===== src/rtl/ps2_rx_fifo.sv =====
// ps2_rx_fifo: filtered PS/2 deframer with E0/F0 prefix folding feeding a show-ahead FIFO
module ps2_rx_fifo #(
  parameter int FILTER_LEN    = 8,
  parameter int TIMEOUT_CYC   = 20000,
  parameter int FIFO_DEPTH    = 8,
  parameter int ADDR_W        = 3,
  parameter bit DECODE_PREFIX = 1'b1
) (
  input  logic              clk,
  input  logic              rst,
  input  logic              ps2d,
  input  logic              ps2c,
  input  logic              rd_en,
  output logic [9:0]        dout,
  output logic              empty,
  output logic              full,
  output logic [ADDR_W:0]   count,
  output logic              err_parity,
  output logic              err_frame,
  output logic              overflow,
  output logic              busy
);
  localparam int FW = $clog2(FILTER_LEN + 1);
  localparam int TW = $clog2(TIMEOUT_CYC + 1);
  typedef enum logic [1:0] {IDLE, DATA, PARITY, STOP} state_t;
  logic [1:0] s1_q, s2_q, filt_q;
  logic [FW-1:0] cnt_q [2];
  logic c_prev_q;
  logic fall, d;
  state_t state_q;
  logic [2:0] bit_q;
  logic [7:0] data_q;
  logic par_q, ext_q, brk_q, err_parity_q, err_frame_q;
  logic [TW-1:0] tmo_q;
  logic in_stop, byte_ok, stop_bad, par_bad, timeout, prefix, push;
  logic [9:0] push_data;
  logic [9:0] mem_q [FIFO_DEPTH];
  logic [ADDR_W-1:0] wr_ptr_q, rd_ptr_q, rd_ptr_d;
  logic [ADDR_W:0] count_q;
  logic [9:0] dout_q;
  logic overflow_q, we, re;
  always_ff @(posedge clk or negedge rst) begin
    if (!rst) begin
      s1_q     <= '1;
      s2_q     <= '1;
      filt_q   <= '1;
      c_prev_q <= 1'b1;
      for (int i = 0; i < 2; i++) cnt_q[i] <= '0;
    end else begin
      s1_q     <= {ps2d, ps2c};
      s2_q     <= s1_q;
      c_prev_q <= filt_q[0];
      for (int i = 0; i < 2; i++) begin
        if (s2_q[i] == filt_q[i]) cnt_q[i] <= '0;
        else if (cnt_q[i] == FW'(FILTER_LEN - 1)) begin
          filt_q[i] <= s2_q[i];
          cnt_q[i]  <= '0;
        end else cnt_q[i] <= cnt_q[i] + 1'b1;
      end
    end
  end
  assign fall = c_prev_q & ~filt_q[0];
  assign d    = filt_q[1];
  always_comb begin
    in_stop   = fall && state_q == STOP;
    byte_ok   = in_stop && d && ^{data_q, par_q};
    stop_bad  = in_stop && !d;
    par_bad   = in_stop && d && !(^{data_q, par_q});
    timeout   = state_q != IDLE && !fall && tmo_q == TW'(TIMEOUT_CYC - 1);
    prefix    = DECODE_PREFIX && (data_q == 8'hE0 || data_q == 8'hF0);
    push      = byte_ok && !prefix;
    push_data = DECODE_PREFIX ? {ext_q, brk_q, data_q} : {2'b00, data_q};
  end
  always_ff @(posedge clk or negedge rst) begin
    if (!rst) begin
      state_q      <= IDLE;
      bit_q        <= '0;
      data_q       <= '0;
      par_q        <= 1'b0;
      tmo_q        <= '0;
      ext_q        <= 1'b0;
      brk_q        <= 1'b0;
      err_parity_q <= 1'b0;
      err_frame_q  <= 1'b0;
    end else begin
      err_parity_q <= par_bad;
      err_frame_q  <= stop_bad | timeout;
      tmo_q        <= (fall || state_q == IDLE) ? '0 : tmo_q + 1'b1;
      if (timeout) state_q <= IDLE;
      else if (fall) begin
        case (state_q)
          IDLE: if (!d) begin
            state_q <= DATA;
            bit_q   <= '0;
          end
          DATA: begin
            data_q  <= {d, data_q[7:1]};
            bit_q   <= bit_q + 1'b1;
            state_q <= bit_q == 3'd7 ? PARITY : DATA;
          end
          PARITY: begin
            par_q   <= d;
            state_q <= STOP;
          end
          STOP: state_q <= IDLE;
        endcase
      end
      if (par_bad || stop_bad || timeout) begin
        ext_q <= 1'b0;
        brk_q <= 1'b0;
      end else if (byte_ok && DECODE_PREFIX) begin
        ext_q <= data_q == 8'hE0 ? 1'b1 : (data_q == 8'hF0 ? ext_q : 1'b0);
        brk_q <= data_q == 8'hF0 ? 1'b1 : (data_q == 8'hE0 ? brk_q : 1'b0);
      end
    end
  end
  assign empty    = count_q == '0;
  assign full     = count_q == (ADDR_W + 1)'(FIFO_DEPTH);
  assign we       = push & (~full | rd_en);
  assign re       = rd_en & ~empty;
  assign rd_ptr_d = rd_ptr_q + ADDR_W'(re);
  // head register looks ahead at the post-edge pointer so back-to-back pops see fresh data
  always_ff @(posedge clk or negedge rst) begin
    if (!rst) begin
      for (int i = 0; i < FIFO_DEPTH; i++) mem_q[i] <= '0;
      wr_ptr_q   <= '0;
      rd_ptr_q   <= '0;
      count_q    <= '0;
      dout_q     <= '0;
      overflow_q <= 1'b0;
    end else begin
      if (we) mem_q[wr_ptr_q] <= push_data;
      wr_ptr_q   <= wr_ptr_q + ADDR_W'(we);
      rd_ptr_q   <= rd_ptr_d;
      count_q    <= count_q + (ADDR_W + 1)'(we) - (ADDR_W + 1)'(re);
      dout_q     <= (we && wr_ptr_q == rd_ptr_d) ? push_data : mem_q[rd_ptr_d];
      overflow_q <= push & full & ~rd_en;
    end
  end
  assign dout       = dout_q;
  assign count      = count_q;
  assign err_parity = err_parity_q;
  assign err_frame  = err_frame_q;
  assign overflow   = overflow_q;
  assign busy       = state_q != IDLE;
endmodule

===== config.mk =====
export PLATFORM = sky130hd
export DESIGN_NAME = ps2_rx_fifo
export DESIGN_NICKNAME = d
export VERILOG_FILES = /design/src/rtl/ps2_rx_fifo.sv
export SDC_FILE = /design/constraint.sdc
export NUM_CORES = 1
export LEC_CHECK = 0
export CAP_MARGIN = 25
export CELL_PAD_IN_SITES_DETAIL_PLACEMENT = 2
export CELL_PAD_IN_SITES_GLOBAL_PLACEMENT = 2
export CORE_ASPECT_RATIO = 1.4
export CORE_MARGIN = 2
export CORE_UTILIZATION = 40
export CTS_CLUSTER_DIAMETER = 100
export DETAILED_ROUTE_END_ITERATION = 10
export GPL_ROUTABILITY_DRIVEN = 0
export MAX_ROUTING_LAYER = met4
export PLACE_DENSITY = 0.73
export SLEW_MARGIN = 25
export SYNTH_ARGS = -nofsm -noshare
export SYNTH_HDL_FRONTEND = slang
export SYNTH_SLANG_ARGS = --single-unit
export TNS_END_PERCENT = 100

===== constraint.sdc =====
create_clock -name clk -period 7.2 [get_ports clk]
set_clock_uncertainty 0.1 [all_clocks]
set_input_delay 1.44 -clock clk [delete_from_list [all_inputs] [get_ports clk]]
set_output_delay 1.44 -clock clk [all_outputs]
set_load 0.005 [all_outputs]

; After elaboration in Yosys (flattened, before gate mapping)
; Cells that the tools add are included.
[totals]
out_inout_bits = 20
input_bits = 5
word_cells = 133
regBits = 149
[classes]
n_addsub = 8
muxes = 27
bitwise_logic = 16
n_eq_ne = 17
n_reduce_logical = 33
order_cmp = 3
[op_table]
columns = operator, count
row1 = $bwmux 80, 1
row2 = $mux 10, 4
row3 = $bmux 10 s3, 1
row4 = $demux 10 s3, 1
row5 = $eq 8x8->1 const B, 2
row6 = $mux 4, 4
row7 = $add 15x1->15 const B, 1
row8 = $eq 15x15->1 const B, 1
row9 = $mux 15, 1
row10 = $logic_and 1x1->1, 10
row11 = $reduce_and 2->1, 5
row12 = $reduce_xor 9->1, 1
row13 = $add 4x1->4 const B, 2
row14 = $eq 4x3->1 const B, 2
row15 = $ge 4x4->1 const B, 2
row16 = $mux 1, 8
row17 = $mux 2, 4
row18 = $not 3->4, 2
row19 = $pmux 2 s4, 1
row20 = $reduce_bool 2->1, 4
row21 = $not 1->1, 7
row22 = $add 3x1->3, 2
row23 = $pmux 3 s2, 1
row24 = $reduce_and 3->1, 2
row25 = other kinds (22), 35

; Logic depth before layout (Yosys ltp)
; Gate-level depths: netlist of run 1.
[logic_depth]
depth_word = 9
mapped_depth = 12
ltp_nobuf = 12

; Least setup slack after synthesis of run 1
; No wires, ideal clock.
[synth_path]
kind = input -> register
start = input rd_en
end = register count_q[2], in the netlist count[2]
setup_time_ns = 0.123
setup_slack_ns = 3.443
stages = 10
arrival_time_ns = 3.535
path_buffers = 0
cell_sequence = or4b_2 -> or4b_4 -> mux2i_4 -> nand2_1 -> ha_1 -> inv_1 -> ha_1 -> inv_1 -> fa_1 -> xnor2_1
[synth_between]
elab_chain_cells = 4
word_cells_on_any_way = 5
[synth_rtl]
columns = element, line_no
row1 = "start, declared", 13  ; input logic rd_en,
row2 = $or 1x1->1, 119  ; assign we = push & (~full | rd_en);
row3 = $and 1x1->1, 119
row4 = $add 4x1->4, 135  ; count_q <= count_q + (ADDR_W + 1)'(we) - (ADDR_W + 1)'(re);
row5 = $sub 4x1->4 *, 135
row6 = "end signal, assigned", 135
row7 = "end, declared", 39  ; logic [ADDR_W:0] count_q;
; Every way passes the cells marked *; elsewhere a longest branch is shown, timed or not.
; A chain may end at the register's enable or synchronous reset.

; Worst setup path after layout of run 1
[layout_path]
start = input rd_en
end = register count_q[1], in the netlist count[1]
; Same word-level chain as after synthesis.

==> summary.txt, run 1 <==
Outcome
  – Status: complete, no violations

STA
  – Max-slew violations: 0
  – Hold Fails Final Rpt: 0
  – Setup slack after layout: 3.15 ns
  – TNS Setup: 0 ns
  – Final Setup Violations: 0
  – Tcrit/Tclk final: 0.562
  – Max_slew headroom: 0.371
  – Min Clock Period, post-route: between 4 and 5 ns
  – RSZ-0062 raised after global routing: no
  – Worst slew pin tran: 0.943 ns
  – F_max: 0.247 GHz

Floorplanning
  – Initial Util: 0.407
  – Num ports: 25
  – Die Ht: 158 µm
  – Rows: 56
  – Die width: 114 µm
  – Die ar.: about 0.018 mm²
  – Core footprint: 0.0167 mm²

Setup path
  – CP arrival: approximately 4.3 ns
  – Crit-path max FO: 10
  – Path depth of the worst reg2reg path: 10
  – Crit Path Class: primary input to flop
  – Reg-to-reg endpoint: count[1]$_DFF_PN0_
  – R2R setup slack: 3.67 ns
  – RR Startpoint: data_q[0]$_DFFE_PN0P_
  – Required time of the critical path: 7.41 ns
  – Crit start category: primary input
  – CP endpoint kind: flop

Clocking
  – # clock sinks: 149
  – H-tree levels: 4
  – Clk Latency, worst-skew pair: ~0.42 ns
  – PostCTS Resize Cnt: 0
  – Max clock buf depth: 2
  – Root buffer cell: clkbuf_16
  – Clock-pin slew of the registers on the worst-case setup and hold paths: about 0.060 ns
  – Num CTS Buffers: 17
  – CTS tree: done
  – Postcts setup bufs: 0
  – Post-CTS Hold Fix Bufs: 0

Logic synthesis
  – Mean Syn Cell Area: 14.2 µm²
  – Ranking of synthesized cells by area: dfrtp_1, mux2_2, mux4_2
  – EDFF count, synth: 0
  – Ys Warns: 0
  – Register area share after synthesis: 0.549
  – Cell with the most instances after synthesis: dfrtp_1
  – FFs w/ async S/R, synth: 1.00
  – Synth top area share: 0.522
  – Cells after synthesis: 478
  – Synthesized flop and latch total: 149
  – Top cells by count, synth: dfrtp_1, mux2_2, nor2_1
  – Synth Net Count: 499
  – Distinct cells, synth: 48
  – Area leader, netlist: dfrtp_1
  – Mapped cell area: 0.00681 mm²
  – Dominant synthesized flop cell: dfrtp_1

Global routing
  – First-pass GRT wire length: 25.9 mm
  – Global-route usage over all layers: 0.199
  – Largest net degree at the start of global routing: 76
  – Initial antenna violation count: 0
  – Grt ovf: 0
  – Via count of the first global-routing pass: 4644

Place
  – Port Buffers: 24
  – Dpl cell area: 0.00722 mm²
  – Detail Placement HPWL: 9.99 mm
  – Dpl ws: ~2.7 ns

Routing
  – Residual DRC count: 0
  – Per-cell routed wire length: 21.9 µm
  – Total wire length: 15.7 mm
  – DR vias/cell: 5.50
  – Iteration-0 DRC count of the detailed router: between 100 and 150
  – Post-DRT Antenna Nets: 0
  – Via count: between 3k and 4k
  – Pre-antenna DRT Iters: 4

Layout
  – # fillers: 1603
  – Inserted Diodes: 0
  – Design area: 0.00785 mm²
  – Area of the multi-input gates: about 0.003 mm²
  – Nets@finish: 521
  – Share of layout cells above drive strength 1: 0.359
  – Register area: 0.00374 mm²
  – Synthesis-to-layout area growth: 15.2%

Hold path
  – HP Start: s1_q[1]$_DFF_PN1_
  – Hold path cells: 0
  – Hold EP: s2_q[1]$_DFF_PN1_
  – Type of the most critical hold path: flop to flop

Power
  – Worst vdd ir: 0.149 mV
  – Leakage: 3.71 nW
  – Pwr/cell area: 312 mW/mm²
  – Total Power: 2.45 mW

Job
  – Max cap viols: 0
worst max-delay path by stage:
stage           from                  to  slack (ns)  depth (start not counted)
3_5_place_dp   rd_en  count[2]$_DFF_PN0_        2.73                         11
4_1_cts        rd_en  count[1]$_DFF_PN0_        3.14                         11
5_1_grt        rd_en  count[2]$_DFF_PN0_        2.98                         11
6_report       rd_en  count[1]$_DFF_PN0_        3.15                         11
2_1_floorplan  rd_en  count[2]$_DFF_PN0_        3.44                         10
3_3_place_gp   rd_en   dout[7]$_DFF_PN0_        2.84                          9
through the flow:
stage	hold slack [ns]	util	instances
finish	0.256	0.469	716
global route	0.260	0.469	716
CTS	0.258	0.469	716
detailed placement	0.249	0.431	684
global placement	0.247	0.431	684
floorplan	0.245	-	478
per-layer routing:
layer,share of wire,global-route usage,vias up
met4,0.015,0.0679,0
met2,0.56,0.364,34
met3,0.017,0.0343,19
met5,0,-,-
li1,-,-,1765
met1,0.40,0.218,2117
kinds of logic (layout without fill, tap and decap cells):
kind of cell / count (synthesis) / in the layout / synth area share
fa+ha+maj: 16 / 16 / 0.0305
xor+xnor: 28 / 28 / 0.0402
mux: 132 / 132 / 0.253
simple gates: 96 / 96 / 0.0858
buf+inv: 37 / 72 / 0.0231
flops: 149 / 149 / 0.549
compound gates: 20 / 20 / 0.0186
layout make-up:
cell class	count	share of cell area
timing repair buffer	28	0.0346
multi-input combinational	292	0.372
clock inverter	14	0.0234
inverter	12	0.00574
sequential	149	0.476
tap	203	0.0324
clock buffer	18	0.0560
critical path, stage by stage:
cell	delay, ns
clkdlybuf4s50_1	0.48
or4b_2	0.16
or4b_4	0.48
mux2i_4	0.43
nand2_1	0.14
ha_1	0.31
inv_1	0.06
ha_1	0.17
inv_1	0.06
fa_1	0.49
inv_1	0.05
state kept, by name, summed over array words and instances (netlist names), 2 cells and up:
register / cells
count: 4
filt_q: 2
s1_q: 2
rd_ptr_q: 3
tmo_q: 15
wr_ptr_q: 3
dout: 10
mem_q: 80
data_q: 8
s2_q: 2
bit_q: 3
cnt_q: 8
state_q: 2
layout by cell type, fill, tap and decap left out, types with 5 or more instances in the layout:
master             n
nor3_1            10
inv_1             12
xnor2_1           14
clkdlybuf4s50_1   23
clkinv_2           5
xor2_1            12
dfrtp_1          142
and4b_1            5
nor2b_1            7
nor2_1            24
ha_1              15
nand2_1           14
a21oi_1            7
dfstp_2            7
mux4_2            20
nand3_1            8
clkbuf_16         17
mux2_2           111
report_power, final:
| group | leakage, nW | internal, mW | switching (mW) | total [mW] |
|---|---|---|---|---|
| Sequential | 2.03 | 0.911 | 0.0765 | 0.987 |
| Combinational | 1.38 | 0.240 | 0.295 | 0.535 |
| Clock | 0.297 | 0.585 | 0.344 | 0.929 |
No activity file was read; power rests on OpenSTA's default activity.
==> run 2, diff against run 1 <==
PLACE_DENSITY = 0.76   (was 0.73)
clock period = 3.34 ns   (was 7.2 ns; I/O delays follow)
==> run 2 against run 1 <==
  * Final cell count increased by 2.2%
  * Largest cell class unchanged
  * Setup slack got worse by 2.9 ns
  * Non-clock buffer count increased by 16
  * Final area increased by 2.4%
  * Sequential power increased by 110%
  * Core utilization increased by 1.1 points
  * Sequential share of layout area decreased by 1.1 points
  * Clock power increased by 120%
==> summary.txt, run 2 (same netlist as run 1, synthesis figures left out) <==
Outcome
  – Status: complete, no violations

Routing
  – Residual DRC count: 0 (unchanged)
  – Top layer reached by signal wires: met4
  – Post-DRT Antenna Nets: 0 (unchanged)
  – Met2 wire length: 9.29 mm (+4.8%)
  – Per-cell routed wire length: 22.7 µm (+3.4%)
  – Met3 Routed Length: 287 µm (+10%)
  – DR vias/cell: 5.52 (+0.45%)
  – M1 WL: 6.72 mm (+6.1%)
  – Iteration-0 DRC count of the detailed router: 110 (-19%)
  – Pre-antenna DRT Iters: 4 (unchanged)
  – Total wire length: 16.6 mm (+5.7%)
  – Via count: 4041 (+2.7%)

Floorplanning
  – Num ports: 25 (unchanged)
  – Rows: 56 (unchanged)
  – Core footprint: 0.0167 mm² (unchanged)
  – Die Ht: 158 µm (unchanged)
  – Die ar.: 0.0181 mm² (unchanged)
  – Initial Util: 0.407 (unchanged)
  – Die width: 114 µm (unchanged)

Clocking
  – Clk Latency, worst-skew pair: 0.42 ns (about the same)
  – Clock-pin slew of the registers on the worst-case setup and hold paths: 0.06 ns (about the same)
  – Max clock buf depth: 2 (unchanged)
  – # clock sinks: 149 (unchanged)
  – Postcts setup bufs: 0 (unchanged)
  – Root buffer cell: clkbuf_16
  – Num CTS Buffers: 17 (unchanged)
  – H-tree levels: 4 (unchanged)
  – CTS tree: done

Setup path
  – Worst path max stage delay: 0.74 ns (+0.25 ns)
  – CP arrival: 3.37 ns (-0.89 ns)
  – Bufs and invs on worst path: 3 (-1)
  – CP Cell Sequence: clkdlybuf4s50_1 > or4b_2 > or4b_4 > mux2i_4 > nand2_1 > ha_1 > inv_1 > ha_1 > inv_1 > fa_1 > xnor2_1
  – Crit start category: primary input
  – Slowest stage cell, crit path: or4b_2
  – Required time of the critical path: 3.58 ns (-3.83 ns)
  – Crit-path max FO: 3 (-7)
  – Top Family by Delay on Critical Path: simple AND/OR/NAND/NOR gates
  – Crit Path Class: primary input to flop
  – CP endpoint kind: flop

Power
  – Comb pwr share: 0.236 (+0.018)
  – Total Power: 5.39 mW (+120%)
  – Pwr/cell area: 671 mW/mm² (+110%)
  – Clk pwr share: 0.372 (-0.007)
  – Pint: 3.83 mW (+120%)
  – Switching share of power: 0.290 (-0.00158)
  – Leakage: 3.82 nW (+2.9%)
  – Net Switching: 1.56 mW (+120%)
  – Seq pwr share: 0.392 (-0.011)
  – Worst vdd ir: 0.448 mV (+200%)

Global routing
  – Grt ovf: 0 (unchanged)
  – Via count of the first global-routing pass: 4790 (+3.1%)
  – Initial antenna violation count: 0 (unchanged)
  – Largest net degree at the start of global routing: 67 (-12%)
  – First-pass GRT wire length: 27.3 mm (+5.5%)
  – Global-route usage over all layers: 0.209 (+0.00967)

Layout
  – Commonest non-fill, non-tap cell in the layout: dfrtp_1
  – Most frequent cells in the layout: dfrtp_1, mux2_2, nor2_1
  – Inserted Diodes: 0 (unchanged)
  – # fillers: 1541 (-3.9%)
  – Util after Layout: 0.480 (+0.0113)
  – Nets@finish: 537 (+3.1%)
  – Design area: 0.00804 mm² (+2.4%)
  – Top reg by flops: mem_q
  – Synthesis-to-layout area growth: 18.0%
  – Max reg flops: 80 (unchanged)
  – Share of layout cells above drive strength 1: 0.374 (+0.0156)
  – Final Non-Filler Cells: 732 (+2.2%)

Place
  – Port Buffers: 24 (unchanged)
  – Dpl cell area: 0.00741 mm² (+2.5%)
  – Detail Placement HPWL: 10.7 mm (+6.9%)
  – Dpl cells: 700 (+2.3%)

Job
  – Max cap viols: 0 (unchanged)

STA
  – Max_slew headroom: 0.439 (+0.0672)
  – F_max: 0.319 GHz
  – Final Setup Violations: 0 (unchanged)
  – Min Clock Period, post-route: 3.13 ns
  – Max-slew violations: 0 (unchanged)
  – Worst slew pin tran: 0.839 ns (-0.104 ns)
  – Fin Hold WS: 0.138 ns (-0.119 ns)
  – Tcrit/Tclk final: 0.938
  – RSZ-0062 raised after global routing: no
  – Hold Fails Final Rpt: 0 (unchanged)

Hold path
  – Type of the most critical hold path: primary input to async pin
run 2: layout make-up:
class	instances	area [µm²]	area share
sequential	149	3740	0.465
multi-input combinational	292	2920	0.364
clock buffer	24	502	0.0624
timing repair buffer	44	454	0.0565
tap	203	254	0.0316
clock inverter	8	120	0.0149
inverter	12	45.0	0.00561
run 2: final timing paths:
path / cells after the start / startpoint / slack, ns / to
max in group asynchronous: 2 / rst / 2.15 / filt_q[1]$_DFFE_PN1P_
hold reg to reg: 0 / s1_q[0]$_DFF_PN1_ / 0.25 / s2_q[0]$_DFF_PN1_
setup reg to reg: 6 / par_q$_DFFE_PN0P_ / 0.29 / mem_q[32]$_DFFE_PN0P_
min in group clk: 0 / s1_q[0]$_DFF_PN1_ / 0.25 / s2_q[0]$_DFF_PN1_
setup / recovery: 11 / rd_en / 0.21 / count[2]$_DFF_PN0_
hold / removal: 1 / rst / 0.14 / mem_q[25]$_DFFE_PN0P_
run 2: per-stage QoR:
stage	worst slack (ns)	TNS, ns
after floorplan	0.198	0
after global placement	-0.0726	-0.754
after detailed placement	-0.183	-3.10
after CTS	0.134	0
after global routing	0.0368	0
final	0.208	0
run 2: routing by layer:
layer  vias up  global-route usage
met2        49               0.373
met1      2171               0.238
met3        21              0.0369
met5         -                   -
li1       1800                   -
met4         0              0.0668
run 2: timing repair:
item | 4_1_cts | 5_1_grt
setup endpoints to repair | 0 | 10
hold buffers | 0 | 0
gates resized for setup | 0 | 1
endpoints found under the hold margin | 0 | 0
run 2: power groups by stage:
stage	Sequential [mW]	Clock, mW	Combinational [mW]
floorplan	2.08	0	0.827
global placement	2.12	0	1.24
detailed placement	2.14	0	1.29
CTS	2.11	2.05	1.32
global route	2.14	2.13	1.42
finish	2.11	2.01	1.27
run 2: worst register-to-register path: stages (launching register included):
cell and delay [ns]:
dfrtp_1 0.38, xor3_1 0.48, or4b_4 0.51, mux2i_4 0.17, buf_4 0.24, and4b_1 0.61, mux2_2 0.43
